File: config.mk
export PLATFORM = sky130hd
export DESIGN_NAME = regfile_sequencer
export DESIGN_NICKNAME = d
export VERILOG_FILES = /design/src/rtl/regseq_pkg.sv /design/src/rtl/regseq_alu.sv /design/src/rtl/regfile_sequencer.sv
export SDC_FILE = /design/constraint.sdc
export NUM_CORES = 1
export LEC_CHECK = 0
export ABC_AREA = 1
export BUFFER_PORTS_ARGS = -buffer_cell sky130_fd_sc_hd__buf_4
export CORE_ASPECT_RATIO = 0.75
export CORE_MARGIN = 10
export CORE_UTILIZATION = 54
export CTS_CLUSTER_SIZE = 14
export DETAILED_ROUTE_END_ITERATION = 12
export PLACE_DENSITY = 0.77
export REMOVE_ABC_BUFFERS = 1
export SLEW_MARGIN = 10
export SYNTH_ARGS = -nofsm -noshare
export SYNTH_HDL_FRONTEND = slang
export SYNTH_SLANG_ARGS = --single-unit
File: constraint.sdc
create_clock -name i_w_clk -period 2.4 [get_ports i_w_clk]
set_input_delay 0.24 -clock i_w_clk [delete_from_list [all_inputs] [get_ports i_w_clk]]
set_output_delay 0.24 -clock i_w_clk [all_outputs]
set_load 0.03 [all_outputs]
File: src/rtl/regseq_pkg.sv
// Shared op codes and sequencer state encodings.
// Imported by regseq_alu and regfile_sequencer.
package regseq_pkg;

   typedef enum logic [1:0] {
      OP_ADD = 2'b00,
      OP_SUB = 2'b01,
      OP_AND = 2'b10,
      OP_XOR = 2'b11
   } op_e;

   typedef enum logic [2:0] {
      S_IDLE   = 3'd0,
      S_READ_A = 3'd1,
      S_READ_B = 3'd2,
      S_EXEC   = 3'd3,
      S_WRITE  = 3'd4,
      S_DONE   = 3'd5
   } state_e;

endpackage

File: src/rtl/regseq_alu.sv
// Combinational op decode and arithmetic for the register-file sequencer.
// Results wrap modulo 2^p_data_width; no carry or borrow is kept.
module regseq_alu
   import regseq_pkg::*;
#(
   parameter int p_data_width = 5
) (
   input  logic [p_data_width-1:0] a,
   input  logic [p_data_width-1:0] b,
   input  op_e                     op,
   output logic [p_data_width-1:0] y
);

   always_comb begin
      y = '0;
      unique case (op)
         OP_ADD:  y = a + b;
         OP_SUB:  y = a - b;
         OP_AND:  y = a & b;
         OP_XOR:  y = a ^ b;
         default: y = '0;
      endcase
   end

endmodule

File: src/rtl/regfile_sequencer.sv
// Reads two registers, applies an ALU op and writes the result back.
// Optional macro REGSEQ_SAME_SRC_SKIP_EN skips READ_B when rs == rt.
module regfile_sequencer
   import regseq_pkg::*;
#(
   parameter int p_data_width    = 5,
   parameter int p_address_width = 3
) (
   input  logic                       i_w_clk,
   input  logic                       i_w_reset,
   input  logic                       i_w_start,
   input  logic [1:0]                 i_w_op,
   input  logic [p_address_width-1:0] i_w_rs,
   input  logic [p_address_width-1:0] i_w_rt,
   input  logic [p_address_width-1:0] i_w_rd,
   output logic [p_address_width-1:0] o_w_reg,
   output logic                       o_w_oe,
   output logic                       o_w_we,
   output logic [p_data_width-1:0]    o_w_wdata,
   input  logic [p_data_width-1:0]    i_w_rdata,
   output logic                       o_w_busy,
   output logic                       o_w_done,
   output logic [p_data_width-1:0]    o_w_result
);

   state_e                     state_q;
   state_e                     state_d;
   op_e                        op_q;
   logic [p_address_width-1:0] rs_q;
   logic [p_address_width-1:0] rt_q;
   logic [p_address_width-1:0] rd_q;
   logic [p_data_width-1:0]    a_q;
   logic [p_data_width-1:0]    b_q;
   logic [p_data_width-1:0]    res_q;
   logic [p_data_width-1:0]    result_q;
   logic [p_data_width-1:0]    alu_y;

   regseq_alu #(
      .p_data_width(p_data_width)
   ) u_alu (
      .a  (a_q),
      .b  (b_q),
      .op (op_q),
      .y  (alu_y)
   );

   always_ff @(posedge i_w_clk or negedge i_w_reset) begin
      if (!i_w_reset) begin
         state_q  <= S_IDLE;
         op_q     <= OP_ADD;
         rs_q     <= '0;
         rt_q     <= '0;
         rd_q     <= '0;
         a_q      <= '0;
         b_q      <= '0;
         res_q    <= '0;
         result_q <= '0;
      end else begin
         state_q <= state_d;
         case (state_q)
            S_IDLE: begin
               if (i_w_start) begin
                  op_q <= op_e'(i_w_op);
                  rs_q <= i_w_rs;
                  rt_q <= i_w_rt;
                  rd_q <= i_w_rd;
               end
            end
            S_READ_A: begin
               a_q <= i_w_rdata;
`ifdef REGSEQ_SAME_SRC_SKIP_EN
               if (rs_q == rt_q) b_q <= i_w_rdata;
`endif
            end
            S_READ_B: b_q <= i_w_rdata;
            S_EXEC:   res_q <= alu_y;
            // result only becomes visible once the write has committed
            S_WRITE:  result_q <= res_q;
            default: ;
         endcase
      end
   end

   always_comb begin
      state_d   = state_q;
      o_w_reg   = '0;
      o_w_oe    = 1'b0;
      o_w_we    = 1'b0;
      o_w_wdata = '0;
      unique case (state_q)
         S_IDLE: begin
            if (i_w_start) state_d = S_READ_A;
         end
         S_READ_A: begin
            o_w_reg = rs_q;
            o_w_oe  = 1'b1;
            state_d = S_READ_B;
`ifdef REGSEQ_SAME_SRC_SKIP_EN
            if (rs_q == rt_q) state_d = S_EXEC;
`endif
         end
         S_READ_B: begin
            o_w_reg = rt_q;
            o_w_oe  = 1'b1;
            state_d = S_EXEC;
         end
         S_EXEC: state_d = S_WRITE;
         S_WRITE: begin
            o_w_reg   = rd_q;
            o_w_we    = 1'b1;
            o_w_wdata = res_q;
            state_d   = S_DONE;
         end
         S_DONE:  state_d = S_IDLE;
         default: state_d = S_IDLE;
      endcase
   end

   assign o_w_busy   = (state_q != S_IDLE);
   assign o_w_done   = (state_q == S_DONE);
   assign o_w_result = result_q;

endmodule
==> reports/metrics.yaml <==
synth_area_leaders: "dfrtp_1, nand2_1, ha_1"
arrival_ps: 2230
grt_first_pass_wirelength_microns: 6640
fin_util: 0.674
finalPower_mw: 3.48
timing.hold.ws_ps: 151
synthFlopType: "dfrtp_1"
num_rows: 18
cts_sinks: 34
fin_crit_sh: 0.860
netlist_area_sq_mm: 0.00185
crit_path_end_kind: "register"
hp-class: "in -> reg"
setup_ws_ps: 337
ys_seq_elements: 34
worst-path-max-fanout: 5
fin_skew_ps: 4.31
antenna_cells: 0
antenna_found_initial: 0
boundaryPins: 36
max_freq_ghz: 0.485
drive_above_1_share: 0.232
ys_async_sr_fraction: 1.00
die_h_microns: 70.7
tns_ps: 0
synthAdderAreaFrac: 0.0783
critical_path_class: "reg -> reg"
initial_utilization: 0.564
p_leak_nw: 1.20
synth-compound-area-share: 0.114
first_pass_iters: 4
cp.required_ps: 2570
io_buffers: 35
grt_setup_unrepaired: "false"
numCtsBuffers: 5
path_clk_slew_ps: 70
placed_cell_area_sq_mm: 0.00213
vias_per_cell: 5.02
tightest_slew_ps: 455
wire_per_inst_microns: 12.5
cts_tree: "done"
gr-total-overflow: 0
vias: 1542
fin_cells: 307
synthSimpleGateAreaFrac: 0.249
met1_length_microns: 1820
routed_wl_microns: 3830
setup_viol: 0
period_needed_ps: 2060
grtUsageTotal: 0.130
met3_length_microns: 350
peakVddDrop_mv: 0.788
drc: 0
pre_cts_slack_ps: 385
cts_buffer_depth: 2
dp_hpwl_microns: 2950
synth_xor_area_frac: 0.00945
finalMaxSlewViolations: 0
grt_max_degree: 35
syn_area_per_cell_sq_um: 8.13
drt_iter0_drc: 68
wl_met2_microns: 1620
muxShareOfSynthArea: 0
synth-seq-area-share: 0.459
synth_top_family_by_area: "simple AND/OR/NAND/NOR gates"
top_layer: "met4"
clock-root-buffer: "clkbuf_8"
fin_area_sq_mm: 0.00222
powerDensity_mw_per_mm2: 1570
fin_nets: 297
synth_edf_count: 0
die_w_microns: 87.6
clk_latency_ps: 280
htree_levels: 2
yosysTopAreaCellShare: 0.459
die_area_sq_mm: 0.00620
relSlewSlack: 0.695
routabilityCongestion: 0.881
cap_violations: 0
dpl.cell_count: 299
grt_pass1_vias: 1496
cp-start-kind: "register"
hold_viol: 0
ys_types: 26
syn_inst: 228
synth_largest_area_cell: "dfrtp_1"
status: "complete, no violations"
ant_nets: 0
core_sq_mm: 0.00329
area_growth_syn_to_layout_pct: 19.6
yosysWarnings: 0
worst max-delay path, cell delays in order, from the launching register on:
cell     delay (ps)
dfrtp_1         420
inv_1            90
ha_1            210
a21oi_1         150
xnor2_1         130
ha_1            310
a21oi_1         150
nand2_1          70
or2_2           270
nand3_1          80
a21oi_1          70
final cells by class:
type,instances,area (sq um)
Tap cell,40,50.0
Timing Repair Buffer,37,280
Fill cell,286,1070
Clock buffer,7,76.3
Sequential cell,34,851
Inverter,33,124
Multi-Input combinational cell,156,836
per-layer routing:
| layer | vias to the layer above | global-route usage |
|---|---|---|
| met5 | - | 0 |
| met4 | 0 | 0.0371 |
| met3 | 5 | 0.0561 |
| met2 | 41 | 0.190 |
| met1 | 703 | 0.170 |
| li1 | 793 | - |
cell families (layout without fill, tap and decap cells):
logic type                 Yosys count  in the layout
and+or+nand+nor                    107            107
buffers and inverters               38             77
AOI/OAI and AO/OA                   36             36
DFF                                 34             34
adders and majority gates           11             11
xor gates and xnor gates             2              2
cells in the mapped netlist, types with 7 or more instances:
library cell / instances
inv_1: 26
nand3_1: 9
ha_1: 10
a21oi_1: 11
inv_2: 7
o21ai_0: 8
nor2_1: 11
nand2_1: 77
o21ai_2: 7
o21ai_1: 8
dfrtp_1: 34
registers in the layout (all words and copies together) (netlist names):
signal / count
a_q: 5
b_q: 5
o_w_result: 5
res_q: 5
rd_q: 3
rs_q: 3
rt_q: 3
state_q: 3
op_q: 2
path summary, 6_finish.rpt:
kind                            from       endpoint  slack, ps  cells past startpoint
max in group asynchronous  i_w_reset        rd_q[2]       1650                      2
min in group asynchronous  i_w_reset  o_w_result[3]        450                      2
setup reg to reg              b_q[0]       res_q[3]        340                     10
hold reg to reg              rd_q[0]        rd_q[0]        480                      2
setup / recovery              b_q[0]       res_q[3]        340                     10
hold / removal             i_w_rs[1]        rs_q[1]        150                      3
cells in the final DEF (no fill, tap or decap), types with 5 or more instances in the layout:
| cell type | instances |
|---|---|
| nand3_1 | 9 |
| a21oi_1 | 11 |
| nor2_1 | 11 |
| nand2_1 | 77 |
| o21ai_0 | 8 |
| dfrtp_1 | 34 |
| inv_2 | 7 |
| buf_4 | 36 |
| o21ai_2 | 7 |
| o21ai_1 | 8 |
| inv_1 | 26 |
| clkbuf_8 | 5 |
| ha_1 | 10 |
power by group:
group / internal (mW) / switching, mW
clock network: 0.199 / 0.187
logic: 0.767 / 1.24
registers: 0.854 / 0.229
what timing repair did:
action / CTS / global route
buffers inserted: 0 / 0
setup endpoints to repair: 0 / 0
hold buffers: 1 / 0
resized for setup: 0 / 0
hold endpoints to repair: 34 / 0
Note: power is estimated with default switching activity, not from simulation.
